[src/rtl/vga_pkg.sv]
// ============================================================================
//  Module   : vga_pkg
//  Purpose  : Shared VGA 640x480@60 timing constants, colour and control types
//  Revision : 1.0 - initial release
// ============================================================================
`default_nettype none

package vga_pkg;

  localparam int H_ACTIVE = 640;
  localparam int H_FP     = 16;
  localparam int H_SYNC   = 96;
  localparam int H_BP     = 48;
  localparam int H_TOTAL  = H_ACTIVE + H_FP + H_SYNC + H_BP;

  localparam int V_ACTIVE = 480;
  localparam int V_FP     = 10;
  localparam int V_SYNC   = 2;
  localparam int V_BP     = 33;
  localparam int V_TOTAL  = V_ACTIVE + V_FP + V_SYNC + V_BP;

  localparam int CLK_DIV  = 4;
  localparam int PIPE_LAT = 1;

  typedef logic [11:0] rgb_t;
  localparam rgb_t COLOR_BLACK = 12'h000;

  typedef struct packed {
    logic de;
    logic hs;
    logic vs;
  } vga_ctl_t;

  // Idle/blank control word: no display enable, both syncs inactive (high)
  localparam vga_ctl_t CTL_IDLE = '{de: 1'b0, hs: 1'b1, vs: 1'b1};

endpackage

`default_nettype wire

[src/rtl/vga_clk_div.sv]
// ============================================================================
//  Module   : vga_clk_div
//  Purpose  : Pixel-rate strobe generator; pix_en high one clk in CLK_DIV
//  Revision : 1.0 - initial release
// ============================================================================
`default_nettype none

module vga_clk_div #(
  parameter int CLK_DIV = 4
) (
  input  logic clk,
  input  logic rst,
  output logic pix_en
);

  localparam int            W        = (CLK_DIV > 1) ? $clog2(CLK_DIV) : 1;
  localparam logic [W-1:0]  DIV_LAST = W'(CLK_DIV - 1);

  logic [W-1:0] div_cnt;

  // Free-running modulo-CLK_DIV counter
  always_ff @(posedge clk or posedge rst) begin
    if (rst) begin
      div_cnt <= '0;
    end else if (div_cnt == DIV_LAST) begin
      div_cnt <= '0;
    end else begin
      div_cnt <= div_cnt + W'(1);
    end
  end

  assign pix_en = (div_cnt == DIV_LAST);

endmodule

`default_nettype wire

[src/rtl/vga_timing_ctrl.sv]
// ============================================================================
//  Module   : vga_timing_ctrl
//  Purpose  : VGA scan counters, sync/blank decode, colour output gating and
//             per-frame tick. Define VGA_SYNC_COMP_EN to delay de/hs/vs by
//             PIPE_LAT clks so they line up with a BRAM-backed colour path.
//  Revision : 1.0 - initial release
// ============================================================================
`default_nettype none

module vga_timing_ctrl #(
  parameter int H_ACTIVE = vga_pkg::H_ACTIVE,
  parameter int H_FP     = vga_pkg::H_FP,
  parameter int H_SYNC   = vga_pkg::H_SYNC,
  parameter int H_BP     = vga_pkg::H_BP,
  parameter int V_ACTIVE = vga_pkg::V_ACTIVE,
  parameter int V_FP     = vga_pkg::V_FP,
  parameter int V_SYNC   = vga_pkg::V_SYNC,
  parameter int V_BP     = vga_pkg::V_BP,
  parameter int CLK_DIV  = vga_pkg::CLK_DIV,
  parameter int PIPE_LAT = vga_pkg::PIPE_LAT
) (
  input  logic        clk,
  input  logic        rst,
  input  logic [11:0] rgb_in,
  output logic [9:0]  pix_x,
  output logic [8:0]  pix_y,
  output logic        pix_en,
  output logic        hs,
  output logic        vs,
  output logic [11:0] rgb_out,
  output logic        frame_tick
);

  import vga_pkg::*;

  localparam int H_TOT = H_ACTIVE + H_FP + H_SYNC + H_BP;
  localparam int V_TOT = V_ACTIVE + V_FP + V_SYNC + V_BP;

  // All counter compares are done in 10-bit unsigned arithmetic
  localparam logic [9:0] H_LAST     = 10'(H_TOT - 1);
  localparam logic [9:0] V_LAST     = 10'(V_TOT - 1);
  localparam logic [9:0] H_VIS      = 10'(H_ACTIVE);
  localparam logic [9:0] V_VIS      = 10'(V_ACTIVE);
  localparam logic [9:0] HS_START   = 10'(H_ACTIVE + H_FP);
  localparam logic [9:0] HS_END     = 10'(H_ACTIVE + H_FP + H_SYNC);
  localparam logic [9:0] VS_START   = 10'(V_ACTIVE + V_FP);
  localparam logic [9:0] VS_END     = 10'(V_ACTIVE + V_FP + V_SYNC);

  logic [9:0] h_cnt;
  logic [9:0] v_cnt;
  logic       h_last;
  logic       v_last;
  logic       de_c;
  logic       hs_c;
  logic       vs_c;
  vga_ctl_t   ctl_r;
  vga_ctl_t   ctl_out;

  vga_clk_div #(
    .CLK_DIV (CLK_DIV)
  ) u_clk_div (
    .clk    (clk),
    .rst    (rst),
    .pix_en (pix_en)
  );

  assign h_last = (h_cnt == H_LAST);
  assign v_last = (v_cnt == V_LAST);

  // Scan position: h advances per pixel, v advances when h wraps
  always_ff @(posedge clk or posedge rst) begin
    if (rst) begin
      h_cnt <= '0;
      v_cnt <= '0;
    end else if (pix_en) begin
      if (h_last) begin
        h_cnt <= '0;
        v_cnt <= v_last ? 10'd0 : v_cnt + 10'd1;
      end else begin
        h_cnt <= h_cnt + 10'd1;
      end
    end
  end

  assign de_c = (h_cnt < H_VIS) && (v_cnt < V_VIS);
  assign hs_c = ~((h_cnt >= HS_START) && (h_cnt < HS_END));
  assign vs_c = ~((v_cnt >= VS_START) && (v_cnt < VS_END));

  // Register decoded coordinates and control one clk behind the counters
  always_ff @(posedge clk or posedge rst) begin
    if (rst) begin
      ctl_r <= CTL_IDLE;
      pix_x <= '0;
      pix_y <= '0;
    end else begin
      ctl_r <= '{de: de_c, hs: hs_c, vs: vs_c};
      pix_x <= de_c ? h_cnt : 10'd0;
      pix_y <= de_c ? v_cnt[8:0] : 9'd0;
    end
  end

`ifdef VGA_SYNC_COMP_EN
  vga_ctl_t ctl_pipe [PIPE_LAT];

  // Delay de/hs/vs so they match the colour returned through the BRAM
  always_ff @(posedge clk or posedge rst) begin
    if (rst) begin
      for (int i = 0; i < PIPE_LAT; i++) ctl_pipe[i] <= CTL_IDLE;
    end else begin
      ctl_pipe[0] <= ctl_r;
      for (int i = 1; i < PIPE_LAT; i++) ctl_pipe[i] <= ctl_pipe[i-1];
    end
  end

  assign ctl_out = ctl_pipe[PIPE_LAT-1];
`else
  localparam int unused_pipe_lat = PIPE_LAT;
  assign ctl_out = ctl_r;
`endif

  // Pin colour: pass sampled colour only during active video, black otherwise
  always_ff @(posedge clk or posedge rst) begin
    if (rst) begin
      rgb_out <= COLOR_BLACK;
    end else begin
      rgb_out <= ctl_out.de ? rgb_in : COLOR_BLACK;
    end
  end

  assign hs         = ctl_out.hs;
  assign vs         = ctl_out.vs;
  assign frame_tick = pix_en & h_last & v_last;

endmodule

`default_nettype wire
[config.mk]
export PLATFORM = sky130hd
export DESIGN_NAME = vga_timing_ctrl
export DESIGN_NICKNAME = d
export VERILOG_FILES = /design/src/rtl/vga_pkg.sv /design/src/rtl/vga_clk_div.sv /design/src/rtl/vga_timing_ctrl.sv
export SDC_FILE = /design/constraint.sdc
export NUM_CORES = 1
export LEC_CHECK = 0
export ABC_AREA = 1
export CAP_MARGIN = 10
export CORE_MARGIN = 2
export CORE_UTILIZATION = 50
export DETAILED_ROUTE_END_ITERATION = 10
export PLACE_DENSITY = 0.89
export REMOVE_ABC_BUFFERS = 1
export SYNTH_ARGS = -nofsm -noshare
export SYNTH_HDL_FRONTEND = slang
export SYNTH_SLANG_ARGS = --single-unit
export TNS_END_PERCENT = 50
[constraint.sdc]
create_clock -name clk -period 2.3 [get_ports clk]
set_clock_uncertainty 0.15 [all_clocks]
set_input_delay 0.46 -clock clk [delete_from_list [all_inputs] [get_ports clk]]
set_output_delay 0.46 -clock clk [all_outputs]
set_load 0.02 [all_outputs]
==> results of run 1 <==
## cells in the mapped netlist (all sizes together)
library cell,n,share of area
a21oi,1,0.0021
buf,4,0.015
clkbuf,1,0.0016
dfrtp,54,0.56
dfstp,2,0.022
ha,5,0.026
inv,44,0.069
nand2,53,0.088
nand3,16,0.039
nand3b,2,0.011
nand4,3,0.0078
nor2,46,0.087
nor3,5,0.017
o21ai,10,0.024
o22ai,1,0.0026
o31ai,1,0.0031
xor2,6,0.022
## worst min path at each step
stage,endpoint,slack (ns),depth (start not counted)
finish,rgb_out[5],0.27,2
CTS,u_clk_div.div_cnt[0],0.28,1
detailed placement,u_clk_div.div_cnt[0],0.27,1
floorplan,u_clk_div.div_cnt[0],0.25,1
global placement,u_clk_div.div_cnt[0],0.26,1
global route,rgb_out[8],0.30,2
## state kept, by name, indices dropped and copies added, names as in the netlist
signal	count
vs	1
u_clk_div.div_cnt	2
ctl_out	1
v_cnt	10
pix_y	9
pix_x	10
rgb_out	12
hs	1
h_cnt	10
## cells by family (layout without fill, tap and decap cells)
family,count (synthesis),after routing,synth area share
AO/OA/AOI/OAI,13,13,0.03181
XOR/XNOR,6,6,0.02190
adder cells (fa/ha/maj),5,5,0.02607
buffers and inverters,49,106,0.08498
flip-flops,56,56,0.5850
AND/OR/NAND/NOR,125,125,0.2503
## metrics by stage
step	hold WS, ns	instances
global placement	0.2625	357
global route	0.3003	365
floorplan	0.2531	249
finish	0.2730	365
detailed placement	0.2704	357
CTS	0.2840	365
## where the power goes
| group | internal [mW] | switching [mW] | leakage [nW] |
|---|---|---|---|
| Clock | 0.217 | 0.319 | 0.0445 |
| Combinational | 0.0444 | 0.0451 | 0.789 |
| Sequential | 0.994 | 0.00227 | 0.718 |
| Total | 1.26 | 0.367 | 1.55 |
## layer usage
metal,GRT usage,routed length (um),vias to the layer above
li1,-,-,876
met5,0,0,-
met4,0.06790,57,0
met2,0.3083,2261,52
met3,0.04801,311,7
met1,0.2244,1968,850
## timing repair
action                                  CTS  global route
hold buffers                              0             0
endpoints found under the setup margin    1             1
gates resized for setup                   4             1
## cell type report
type	count	area, um2
clock buffers	5	68.82
clock inverters	3	21.27
fillers	366	1607
inverters	44	165.2
multi-input cells	149	792.0
flip-flops and latches	56	1404
well taps	54	67.56
repair buffers	54	535.5
==> impl_metrics.json, run 1 <==
{
  "r2r_slack_ns": 0.64,
  "fin_area_mm2": 0.003054,
  "areaGrowthSynthToFinish_pct": 27.27,
  "drive_gt1_frac": 0.1125,
  "drc": 0,
  "ys_warn_count": 0,
  "cts.path.max_buffers": 2,
  "avgSynthCellArea_um2": 9.448,
  "p_total_mw": 1.622,
  "reg2reg_depth": 7,
  "slew-limit-headroom": 0.7065,
  "wl_um": 4597,
  "worstSetupPathType": "reg -> out",
  "post_drt_wl_per_cell_um": 12.59,
  "clkLatencyLatePin_ns": 0.32,
  "gp_congestion": 0.8326,
  "crit_start": "v_cnt[0]",
  "slew_violations": 0,
  "maxCapViolations": 0,
  "first_pass_iters": 4,
  "dpl.hpwl_um": 3299,
  "cp-end-kind": "output pin",
  "grt_pass1_vias": 1792,
  "ys_seq_area_frac": 0.5850,
  "fin_tns_setup_ns": 0,
  "synth-seq-cells": 56,
  "num_vias": 1785,
  "worst-path-buf-inv": 3,
  "start_util": 0.5149,
  "reg2reg_from": "u_clk_div.div_cnt[0]",
  "cp.depth": 7,
  "grt_usage": 0.1824,
  "status": "finished clean",
  "cpLargestDelayFamily": "flip-flops",
  "finalSetupViolCount": 0,
  "crit_end": "frame_tick",
  "placed_cell_area_mm2": 0.002967,
  "grt-ovfl-total": 0,
  "antennaDiodeCount": 0,
  "critPathRequiredTime_ns": 1.69,
  "rsz0062_at_grt": "no",
  "grt_antenna_before_repair": 0,
  "rr_endpoint": "h_cnt[7]",
  "synth.distinct_cells": 31,
  "io_pins": 49,
  "post-place-ws_ns": 0.01091,
  "layout_commonest_cell": "dfrtp_1",
  "die_height_um": 73.28,
  "power_leakage_nw": 1.551,
  "power_density_mw_per_mm2": 531.1,
  "ant_nets": 0,
  "clock.fmax_mhz": 450.3,
  "fin_crit_ns": 2.221,
  "cts.sinks": 56,
  "crit_slowest_cell": "dfrtp_1",
  "cts_max_level": 2,
  "ir_worst_vdd_mv": 0.3762,
  "final_cell_mix": "dfrtp_1, nand2_1, clkdlybuf4s50_1",
  "tightest_slew_ns": 0.4387,
  "grt_pass1_wl_um": 7541,
  "mappedNetlistArea_mm2": 0.002400,
  "utilization": 0.6553,
  "setup_ws_ns": 0.07926,
  "portBuffers": 48,
  "hold_path.class": "in -> async",
  "tritoncts": "yes",
  "grt_max_degree": 45,
  "drt_iter0_markers": 117,
  "clkTransAtPathRegs_ns": 0.10,
  "hold_viol_final": 0,
  "synthCells": 254,
  "std_cell_rows": 25,
  "cp.arrival_ns": 1.61,
  "clockRootBuffer": "clkbuf_8",
  "nets": 329,
  "worst_setup_path_start_kind": "register",
  "crit_path_cell_trace": "inv_1 > ha_1 > inv_1 > nor2_1 > nand4_1 > nor2_1 > buf_2",
  "via_per_inst": 4.890,
  "core_area_mm2": 0.004661,
  "dieWidth_um": 73.28,
  "min_period_over_period": 0.9655,
  "post_cts_buffers": 0,
  "max_stage_delay_ns": 0.43,
  "critPathMaxFanout": 4,
  "cts_buffers": 5,
  "dieArea_mm2": 0.005370
}
(Power assumes the default switching activity.)
==> run 2: changes to the inputs <==
--- a/config.mk
+++ b/config.mk
@@ -10,6 +10,7 @@
 export CORE_MARGIN = 2
 export CORE_UTILIZATION = 50
 export DETAILED_ROUTE_END_ITERATION = 10
+export GPL_ROUTABILITY_DRIVEN = 0
 export PLACE_DENSITY = 0.89
 export REMOVE_ABC_BUFFERS = 1
 export SYNTH_ARGS = -nofsm -noshare
==> results of run 2 <==
No change in the layout: final DEF, timing and power equal those of run 1.
